[config.mk]
export PLATFORM = sky130hd
export DESIGN_NAME = mems_scan_seq
export DESIGN_NICKNAME = d
export VERILOG_FILES = /design/src/rtl/mems_scan_seq.sv
export SDC_FILE = /design/constraint.sdc
export NUM_CORES = 1
export LEC_CHECK = 0
export ABC_AREA = 0
export CAP_MARGIN = 10
export CELL_PAD_IN_SITES_DETAIL_PLACEMENT = 1
export CELL_PAD_IN_SITES_GLOBAL_PLACEMENT = 1
export CORE_MARGIN = 1.5
export CORE_UTILIZATION = 34
export CTS_CLUSTER_SIZE = 20
export DETAILED_ROUTE_END_ITERATION = 8
export HOLD_SLACK_MARGIN = 0.03
export MAX_ROUTING_LAYER = met4
export PLACE_DENSITY = 0.76
export SLEW_MARGIN = 0
export SYNTH_ARGS = -nofsm -noshare
export SYNTH_HDL_FRONTEND = slang
export SYNTH_SLANG_ARGS = --single-unit
[constraint.sdc]
create_clock -name clk -period 11.4 [get_ports clk]
set_clock_uncertainty 0.15 [all_clocks]
set_input_delay 1.14 -clock clk [delete_from_list [all_inputs] [get_ports clk]]
set_output_delay 1.14 -clock clk [all_outputs]
set_load 0.02 [all_outputs]
[src/rtl/mems_scan_seq.sv]
// MEMS mirror scan sequencer: issues init then scan command addresses to an SPI core
// and raises sticky line/frame marker events as the scan passes marker addresses.
module mems_scan_seq #(
  parameter int ADDR_W          = 16,
  parameter int INIT_CMDS       = 2,
  parameter int SCAN_START      = 8,
  parameter int SCAN_END        = 8804,
  parameter int FIRST_LINE      = 562,
  parameter int LINE_PITCH      = 880,
  parameter int LINES_PER_FRAME = 5
) (
  input  logic              clk,
  input  logic              rst_n,
  input  logic              soft_reset,
  input  logic              pause,
  input  logic              oneshot,
  input  logic              spi_busy,
  input  logic              line_ack,
  input  logic              frame_ack,
  output logic              spi_start,
  output logic [ADDR_W-1:0] addr,
  output logic              new_line,
  output logic              new_frame,
  output logic [7:0]        line_idx,
  output logic [15:0]       frame_cnt,
  output logic              overrun,
  output logic              done
);

  localparam logic [1:0] ST_IDLE = 2'd0;
  localparam logic [1:0] ST_INIT = 2'd1;
  localparam logic [1:0] ST_SCAN = 2'd2;
  localparam logic [1:0] ST_DONE = 2'd3;

  localparam logic [ADDR_W-1:0] LP_INIT_CMDS  = ADDR_W'(INIT_CMDS);
  localparam logic [ADDR_W-1:0] LP_SCAN_START = ADDR_W'(SCAN_START);
  localparam logic [ADDR_W-1:0] LP_SCAN_END   = ADDR_W'(SCAN_END);
  // Marker arithmetic carries one extra bit so a marker past the end cannot alias back
  localparam logic [ADDR_W:0]   LP_FIRST      = (ADDR_W+1)'(FIRST_LINE);
  localparam logic [ADDR_W:0]   LP_PITCH      = (ADDR_W+1)'(LINE_PITCH);
  localparam logic [ADDR_W:0]   LP_END_X      = (ADDR_W+1)'(SCAN_END);
  localparam logic [7:0]        LP_LPF_M1     = 8'(LINES_PER_FRAME - 1);

  logic [1:0]        r_state;
  logic [ADDR_W-1:0] r_addr;
  logic [ADDR_W-1:0] r_init_idx;
  logic              r_spi_start;
  logic              r_done;
  logic              r_new_line;
  logic              r_new_frame;
  logic              r_overrun;
  logic [7:0]        r_line_idx;
  logic [15:0]       r_frame_cnt;
  logic [ADDR_W:0]   r_next_marker;
  logic [7:0]        r_kmod;

  logic              w_permit;
  logic [1:0]        w_state_nxt;
  logic [ADDR_W-1:0] w_addr_nxt;
  logic [ADDR_W-1:0] w_idx_nxt;
  logic              w_start_nxt;
  logic              w_done_nxt;
  logic              w_scan_issue;
  logic              w_wrap;
  logic              w_abort;
  logic [ADDR_W:0]   w_mk_cur;
  logic [7:0]        w_k_cur;
  logic              w_hit;
  logic              w_frame_hit;

  // A registered pulse blocks the following cycle, guaranteeing an idle gap
  assign w_permit = !spi_busy && !r_spi_start;

  always_comb begin
    w_state_nxt  = r_state;
    w_addr_nxt   = r_addr;
    w_idx_nxt    = r_init_idx;
    w_start_nxt  = 1'b0;
    w_done_nxt   = r_done;
    w_scan_issue = 1'b0;
    w_wrap       = 1'b0;
    w_abort      = 1'b0;
    case (r_state)
      ST_IDLE: begin
        w_addr_nxt = '0;
        w_done_nxt = 1'b0;
        if (soft_reset) begin
          w_state_nxt = ST_INIT;
          w_idx_nxt   = '0;
          w_abort     = 1'b1;
        end
      end
      ST_INIT: begin
        if (soft_reset) begin
          w_idx_nxt = '0;
          w_abort   = 1'b1;
        end else if (w_permit) begin
          w_start_nxt = 1'b1;
          if (r_init_idx < LP_INIT_CMDS) begin
            w_addr_nxt = r_init_idx;
            w_idx_nxt  = r_init_idx + 1'b1;
          end else begin
            w_addr_nxt   = LP_SCAN_START;
            w_state_nxt  = ST_SCAN;
            w_scan_issue = 1'b1;
          end
        end
      end
      ST_SCAN: begin
        if (soft_reset) begin
          w_state_nxt = ST_INIT;
          w_idx_nxt   = '0;
          w_abort     = 1'b1;
        end else if (w_permit && !pause) begin
          if (r_addr == LP_SCAN_END) begin
            w_wrap = 1'b1;
            if (oneshot) begin
              w_state_nxt = ST_DONE;
              w_done_nxt  = 1'b1;
            end else begin
              w_start_nxt  = 1'b1;
              w_addr_nxt   = LP_SCAN_START;
              w_scan_issue = 1'b1;
            end
          end else begin
            w_start_nxt  = 1'b1;
            w_addr_nxt   = r_addr + 1'b1;
            w_scan_issue = 1'b1;
          end
        end
      end
      ST_DONE: begin
        w_done_nxt = 1'b1;
        if (soft_reset) begin
          w_state_nxt = ST_INIT;
          w_idx_nxt   = '0;
          w_done_nxt  = 1'b0;
          w_abort     = 1'b1;
        end
      end
      default: begin
        w_state_nxt = ST_IDLE;
        w_addr_nxt  = '0;
        w_done_nxt  = 1'b0;
      end
    endcase
  end

  // On a wrap the tracker restarts in the same cycle, so the first scan address can hit
  assign w_mk_cur    = w_wrap ? LP_FIRST : r_next_marker;
  assign w_k_cur     = w_wrap ? 8'd0 : r_kmod;
  assign w_hit       = w_scan_issue && (w_mk_cur == {1'b0, w_addr_nxt}) && (w_mk_cur <= LP_END_X);
  assign w_frame_hit = w_hit && (w_k_cur == 8'd0);

  always_ff @(posedge clk or negedge rst_n) begin
    if (!rst_n) begin
      r_state       <= ST_IDLE;
      r_addr        <= '0;
      r_init_idx    <= '0;
      r_spi_start   <= 1'b0;
      r_done        <= 1'b0;
      r_new_line    <= 1'b0;
      r_new_frame   <= 1'b0;
      r_overrun     <= 1'b0;
      r_line_idx    <= 8'd0;
      r_frame_cnt   <= 16'd0;
      r_next_marker <= LP_FIRST;
      r_kmod        <= 8'd0;
    end else begin
      r_state     <= w_state_nxt;
      r_addr      <= w_addr_nxt;
      r_init_idx  <= w_idx_nxt;
      r_spi_start <= w_start_nxt;
      r_done      <= w_done_nxt;
      if (w_abort) begin
        r_new_line    <= 1'b0;
        r_new_frame   <= 1'b0;
        r_overrun     <= 1'b0;
        r_line_idx    <= 8'd0;
        r_next_marker <= LP_FIRST;
        r_kmod        <= 8'd0;
      end else begin
        if (w_wrap)
          r_frame_cnt <= r_frame_cnt + 16'd1;
        if (w_hit) begin
          r_next_marker <= w_mk_cur + LP_PITCH;
          r_kmod        <= (w_k_cur == LP_LPF_M1) ? 8'd0 : w_k_cur + 8'd1;
          r_line_idx    <= w_k_cur;
        end else if (w_wrap) begin
          r_next_marker <= LP_FIRST;
          r_kmod        <= 8'd0;
        end
        // Setting beats a simultaneous acknowledge
        if (w_hit)
          r_new_line <= 1'b1;
        else if (line_ack)
          r_new_line <= 1'b0;
        if (w_frame_hit)
          r_new_frame <= 1'b1;
        else if (frame_ack)
          r_new_frame <= 1'b0;
        if (w_hit && r_new_line && !line_ack)
          r_overrun <= 1'b1;
      end
    end
  end

  assign spi_start = r_spi_start;
  assign addr      = r_addr;
  assign new_line  = r_new_line;
  assign new_frame = r_new_frame;
  assign line_idx  = r_line_idx;
  assign frame_cnt = r_frame_cnt;
  assign overrun   = r_overrun;
  assign done      = r_done;

endmodule

# [Yosys cells after proc, flatten, opt, wreduce, memory -nomap -nowiden]
# Cells that the tools add are included.
# Widths: inputs -> output; s select.
[op_classes] magnitude_cmp=2 n_eq_ne=20 add_sub_neg=5 n_reduce_logical=25 mux=62 bitwise_logic=1
[ops] operator="$mux 16" n=11
[ops] operator="$mux 17" n=3
[ops] operator="$add 16x1->16 const B" n=3
[ops] operator="$mux 8" n=6
[ops] operator="$pmux 16 s3" n=1
[ops] operator="$pmux 16 s2" n=1
[ops] operator="$mux 1" n=28
[ops] operator="$add 17x10->17 const B" n=1
[ops] operator="$eq 17x16->1" n=1
[ops] operator="$le 17x14->1 const B" n=1
[ops] operator="$eq 16x14->1 const B" n=1
[ops] operator="$lt 16x2->1 const B" n=1
[ops] operator="$mux 2" n=8
[ops] operator="$ne 3x3->1 const B" n=5
[ops] operator="$ne 2x2->1 const B" n=7
[ops] operator="$reduce_bool 3->1" n=3
[ops] operator="$add 8x1->8 const B" n=1
[ops] operator="$eq 8x3->1 const B" n=1
[ops] operator="$logic_not 8->1" n=1
[ops] operator="$logic_and 1x1->1" n=7
[ops] operator="$reduce_and 7->1" n=1
[ops] operator="$pmux 2 s3" n=1
[ops] operator="$reduce_and 5->1" n=1
[ops] operator="$eq 2x2->1 const B" n=2
[ops] operator="other kinds (13)" n=19
[totals] inputBits=8 reg_bits=88

# [Depth between registers and ports, before layout]
# Gate-level depths: netlist of run 1.
[logic_depth] word_depth=14 mapped_depth=18 depth_no_buf=16

# [Worst setup path after synthesis of run 1]
# OpenSTA, ideal clock, no wires.
[synth_path] kind="input to register" from="in soft_reset" to="reg r_kmod[2]" path_stages=17 setup_ns=0.094 slack_ns=6.710 arrival_time_ns=4.446 path_buffers=3 cell_sequence="buf_6 > nor4_4 > nand4_1 > nor2_1 > nor2_1 > inv_1 > ha_1 > nor3b_1 > a31oi_1 > o311a_1 > a2111oi_0 > o2111ai_1 > nor4_2 > buf_4 > buf_6 > nand3_2 > a221oi_2"
[synth_between] elab_chain_cells=8 word_cells_on_any_way=21 classes_between="add/sub: 1; order compare: 1; eq/ne: 2; mux: 15; reduce/logical: 2"
[synth_rtl] item="start: declaration" line_no="14" text="input logic soft_reset,"
[synth_rtl] item="branches (longest 7 deep; another with $le 17x14->1)"
[synth_rtl] item="$mux 8 (*)" line_no="175" text="if (w_abort) begin"
[synth_rtl] item="end signal: assignment" line_no="187" text="r_kmod <= (w_k_cur == LP_LPF_M1) ? 8'd0 : w_k_cur + 8'd1;"
[synth_rtl] item="end: declaration" line_no="55" text="logic [7:0] r_kmod;"
# Every way passes the cells marked *. The select of a mux whose other input is x is not followed.
# A chain may end at the register's enable or synchronous reset.

# [Worst setup path in the final report of run 1]
[layout_path] from="in spi_busy" to="reg r_line_idx[7] (netlist: line_idx[7])"
[layout_between] elab_chain_cells=11 word_cells_on_any_way=25 classes_between="order compare: 1; eq/ne: 1; mux: 17; reduce/logical: 6"
[layout_rtl] item="start: declaration" line_no="17" text="input logic spi_busy,"
[layout_rtl] item="$logic_not 1->1 (*)" line_no="72" text="assign w_permit = !spi_busy && !r_spi_start;"
[layout_rtl] item="$logic_and 1x1->1 (*)" line_no="72"
[layout_rtl] item="branches (longest 9 deep; another with $le 17x14->1)"
[layout_rtl] item="end signal: assignment" line_no="188" text="r_line_idx <= w_k_cur;"
[layout_rtl] item="end: declaration" line_no="52" text="logic [7:0] r_line_idx;"
# Marks and branches as above.

==> impl_metrics.ini, run 1 <==
[clock_tree]
cts_setup_buffers = 0
clk_latency_ps = 350
cts_resized = 0
cts_tree = built
cts_hold_buffers = 0
cts_num_sinks = 88
cts.clk_slew.worst_paths_ps = 60
numCtsBuffers = 9
cts_root_buf = clkbuf_16
clockBufferDepth = 2
htreeDepth = 3

[floorplanning]
core-area_sq_um = 14700
die-width_um = 127
die-area_sq_um = 16000
fp-row-count = 44
die_y_um = 127
ios = 53
start_util = 0.353

[sta]
rsz0062_at_grt = no
worst_pin_slew_ps = 1040
fmax_mhz = 160
setup_violations = 0
slew_violations = 0
period_needed_ps = 6250
max-slew-margin-rel = 0.299
hold_viol = 0
fin_setup_tns_ps = 0
post-route-period-util = 0.548

[logic_synthesis]
syn_avg_cell_area_sq_um = 9.21
ys.flop_type = dfrtp_1
syn-cell-area_sq_um = 5190
async_flop_share = 1.00
synth.distinct_cells = 75
syn_inst = 564
ys_warn_count = 0
yosys.area.top_type = dfrtp_1
ys_seq_elements = 88
synth_top_area_frac = 0.405
seq_area_frac_synth = 0.425
synth.area.top_cells = dfrtp_1 40%, nand2_1 4.0%, mux2i_1 3.5%
synth_edf_count = 0
syn_nets = 583

[place]
portBuffers = 52
dpl_cell_area_sq_um = 5830
dp_cells = 772
hpwl_um = 11000
gp_congestion = 0.912

[job]
cap_violations = 0

[setup_path]
start_kind = primary input
crit_fanout = 20
worst_r2r_path_depth = 15
path_class = primary input to flip-flop
endpoint_kind = flip-flop
critPathArrivalTime_ps = 6370
crit_required_ps = 11520

[global_route]
grt_max_degree = 59
grt_pass1_wl_um = 25700
grt_pass1_vias = 4791
grt_usage = 0.210
grt_overflow = 0
antenna_found_initial = 0

[drt]
avgRoutedWirePerCell_um = 19.7
via_count = 4625
via_per_inst = 5.87
ant_nets = 0
totalWireLength_um = 15500
drc_errors = 0
drt-pass1-iter-count = 4
drt_iter0_markers = 241

[final_layout]
layout-drive-gt1-share = 0.0828
final_util = 0.418
nets = 618
antennaDiodeCount = 0
stdcell_count = 788
fillers = 1678
final_area_sq_um = 6140
syn2layout_area_growth_pct = 18.2

[worst_hold_path]
hold_depth = 1
hp-class = flip-flop to flip-flop

[power_and_ir_drop]
irDropWorstVdd_mv = 0.103
p_leak_nw = 2.67
powerDensity_nw_per_um2 = 130
totalPowerFinal_w = 0.000796

[run_status]
status = finished clean
## final timing paths
kind,startpoint,to,slack (ps)
max in group asynchronous,rst_n,r_init_idx[15]$_DFFE_PN0P_,9450
min in group asynchronous,rst_n,addr[13]$_DFF_PN0_,580
min reg2reg,frame_cnt[15]$_DFFE_PN0P_,frame_cnt[15]$_DFFE_PN0P_,330
max reg2reg,addr[12]$_DFF_PN0_,line_idx[7]$_DFFE_PN0P_,5880
max,spi_busy,line_idx[7]$_DFFE_PN0P_,5150
min,frame_cnt[15]$_DFFE_PN0P_,frame_cnt[15]$_DFFE_PN0P_,330
## sequential cells by signal (all words and copies together) (netlist names), 2 cells and up
signal and cells:
addr 16, frame_cnt 16, line_idx 8, r_init_idx 16, r_kmod 8, r_next_marker 17
r_state 2
## power breakdown
group          internal, W  switching (W)  total [W]
Combinational    0.0000522       0.000107   0.000159
Clock             0.000182       0.000122   0.000304
Sequential        0.000321      0.0000122   0.000333
## logic make-up after synthesis
kind of cell	Yosys count	share of synthesized area
and+or+nand+nor	250	0.267
AOI/OAI and AO/OA	110	0.155
DFF	88	0.425
buffers and inverters	65	0.0528
muxes	23	0.0455
xor gates and xnor gates	17	0.0287
adders and majority gates	11	0.0265
## Yosys cell counts (7+ instances only)
cell / n
nor3_1: 13
nor4_1: 7
dfrtp_1: 84
ha_1: 11
and2_1: 11
nor2_1: 43
xnor2_1: 15
mux2i_1: 18
clkbuf_1: 21
nand4_1: 16
and3_1: 12
nand2b_1: 11
and4_1: 10
nand3_1: 31
inv_1: 34
o21ai_0: 16
nand2_1: 55
a31oi_1: 11
a21oi_1: 26
## cell usage in the layout (no fill, tap or decap), types with 16 or more instances in the layout
cell type / instances
nand4_1: 16
o21ai_0: 16
nor2_1: 43
dfrtp_1: 84
nand2_1: 55
inv_1: 34
nand3_1: 31
clkdlybuf4s50_1: 50
a21oi_1: 26
mux2i_1: 18
## stage by stage
stage	setup WS [ps]	hold slack, ps
2_1_floorplan	6710	318
3_3_place_gp	5140	313
3_5_place_dp	4840	330
4_1_cts	5180	342
5_1_grt	4710	354
6_report	5150	331
## worst max-delay path, cell delays in order
cell and delay, ps:
clkdlybuf4s50_1 540, nor4_4 540, nand4_1 240, nor2_1 840, nor2_1 230, inv_1 150, ha_1 140, nor3b_1 200
a31oi_1 120, o311a_1 310, a2111oi_0 380, o2111ai_1 250, nor4_4 310, buf_4 280, and2_1 440, mux2i_1 240
## final cells by class
cell class,instances,area (sq um),share of cell area
multi-input combinational,411,2730,0.444
sequential,88,2210,0.360
timing repair buffer,55,536,0.0873
clock buffer,12,256,0.0418
tap,184,230,0.0375
inverter,34,128,0.0208
clock inverter,4,52.6,0.00856
## routing by layer
layer	part of all wire	global-route usage
met1	0.45	0.268
met2	0.49	0.331
met3	0.046	0.0451
met4	0.017	0.0696
met5	0	-
No activity file was read; power rests on OpenSTA's default activity.
==> run 2: changes to the inputs <==
clock period = 5.8 ns   (was 11.4 ns; I/O delays follow)
==> impl_metrics.ini, run 2 (synthesis results as in run 1) <==
[run_status]
status = finished clean

[place]
portBuffers = 52
dpl_cell_area_sq_um = 5880
dp_cells = 779
hpwl_um = 11400
gp_congestion = 0.928

[final_layout]
final_area_sq_um = 6190
mostFrequentLayoutCell = dfrtp_1
top_register = r_next_marker
final_cell_mix = 84 x dfrtp_1, 55 x nand2_1, 50 x clkdlybuf4s50_1
nets = 626
layout-drive-gt1-share = 0.0931
largest_reg_flops = 17
antennaDiodeCount = 0
syn2layout_area_growth_pct = 19.2
stdcell_count = 796

[sta]
fin_setup_tns_ps = 0
hold_viol = 0
worst_pin_slew_ps = 880
period_needed_ps = 4810
setup_violations = 0
max-slew-margin-rel = 0.405
slew_violations = 0
post-route-period-util = 0.829
hold_slack_ps = 335
rsz0062_at_grt = no
fmax_mhz = 208

[global_route]
grt_overflow = 0
grt_max_degree = 70
antenna_found_initial = 0
grt_usage = 0.210
grt_pass1_vias = 5043
grt_pass1_wl_um = 26100

[floorplanning]
die_y_um = 127
die-width_um = 127
ios = 53
start_util = 0.353
fp-row-count = 44
die-area_sq_um = 16000
core-area_sq_um = 14700

[drt]
via_per_inst = 5.87
drt-pass1-iter-count = 5
ant_nets = 0
drt_iter0_markers = 292
totalWireLength_um = 15600
via_count = 4670
avgRoutedWirePerCell_um = 19.6
drc_errors = 0

[setup_path]
cpPeakStageDelay_ps = 550
endpoint_kind = flip-flop
start_kind = primary input
critPathBufInv = 3
worstPathCellList = clkdlybuf4s50_1, nor4_4, nand4_1, nor2_1, nor2_1, inv_1, ha_1, nor3b_1, a31oi_1, o311a_1, a2111oi_0, o2111ai_1, nor4_4, buf_4, and2_1, mux2i_1
critPathArrivalTime_ps = 4920
crit_fanout = 20
path_class = primary input to flip-flop
crit_slowest_cell = clkdlybuf4s50_1
path_delay_family = simple AND/OR/NAND/NOR gates
crit_required_ps = 5910

[power_and_ir_drop]
powerDensity_nw_per_um2 = 253
pwr-share-seq = 0.417
p_leak_nw = 2.70
clkPwrFrac = 0.372
pwr-share-comb = 0.211
switching_share = 0.310
power_switching_w = 0.000485
irDropWorstVdd_mv = 0.149
internal_power_w = 0.00108

[clock_tree]
clk_latency_ps = 340
numCtsBuffers = 9
cts.clk_slew.worst_paths_ps = 60
cts_num_sinks = 88
cts_tree = built
cts_root_buf = clkbuf_16
htreeDepth = 3
clockBufferDepth = 2

[worst_hold_path]
hp-class = flip-flop to flip-flop

[job]
cap_violations = 0
run 2: power groups by stage:
stage               clock (W)  sequential, W  combinational, W
floorplan                   0       0.000666          0.000199
detailed placement          0       0.000666          0.000327
global route         0.000622       0.000657          0.000365
CTS                  0.000600       0.000654          0.000331
finish               0.000583       0.000654          0.000330
global placement            0       0.000663          0.000317
run 2: worst register-to-register path: stages, from the launching register on:
cell and delay, ps:
dfrtp_1 540, inv_1 90, ha_1 250, nor4b_2 200, nand2_1 110, nor2_1 60, buf_4 200, nor2_1 380
ha_1 220, nor3b_1 190, a31oi_1 120, o311a_1 300, a2111oi_0 360, o2111ai_1 230, nor4_4 310, buf_4 300
and2_1 430, mux2i_1 230
run 2: stage by stage:
| step | power, W | util | worst slack [ps] |
|---|---|---|---|
| after floorplan | 0.000865 | - | 1670 |
| after global placement | 0.000980 | 0.400 | 795 |
| after detailed placement | 0.000992 | 0.400 | 665 |
| after CTS | 0.00158 | 0.421 | 1000 |
| after global routing | 0.00164 | 0.421 | 597 |
| final | 0.00157 | 0.421 | 993 |
run 2: cell type report:
| cell class | count | area [sq um] |
|---|---|---|
| fill | 1696 | 8510 |
| multi-input combinational | 411 | 2730 |
| sequential | 88 | 2210 |
| timing repair buffer | 63 | 598 |
| tap | 184 | 230 |
| clock buffer | 10 | 229 |
| inverter | 34 | 128 |
| clock inverter | 6 | 68.8 |
run 2: metal layers:
metal / vias to the layer above / global-route usage / routed length (um)
met1: 2351 / 0.258 / 6760
met5: - / - / 0
met3: 29 / 0.0481 / 812
met4: 0 / 0.0764 / 404
li1: 2157 / - / -
met2: 133 / 0.340 / 7610
run 2: path summary, 6_finish.rpt:
check                                          start                           to  slack [ps]  cells past startpoint
setup / recovery                            spi_busy      line_idx[7]$_DFFE_PN0P_         990                     16
hold / removal             frame_cnt[15]$_DFFE_PN0P_    frame_cnt[15]$_DFFE_PN0P_         330                      1
setup reg to reg                   addr[0]$_DFF_PN0_      line_idx[7]$_DFFE_PN0P_        1050                     17
hold reg to reg            frame_cnt[15]$_DFFE_PN0P_    frame_cnt[15]$_DFFE_PN0P_         330                      1
max in group asynchronous                      rst_n     frame_cnt[1]$_DFFE_PN0P_        3820                      3
min in group asynchronous                      rst_n  r_next_marker[14]$_DFF_PN0_         510                      2
run 2: timing repair:
| item | in CTS | in global routing |
|---|---|---|
| endpoints found under the hold margin | 19 | 0 |
| gates resized for setup | 0 | 0 |
| hold buffers | 1 | 0 |
| setup buffers | 0 | 0 |
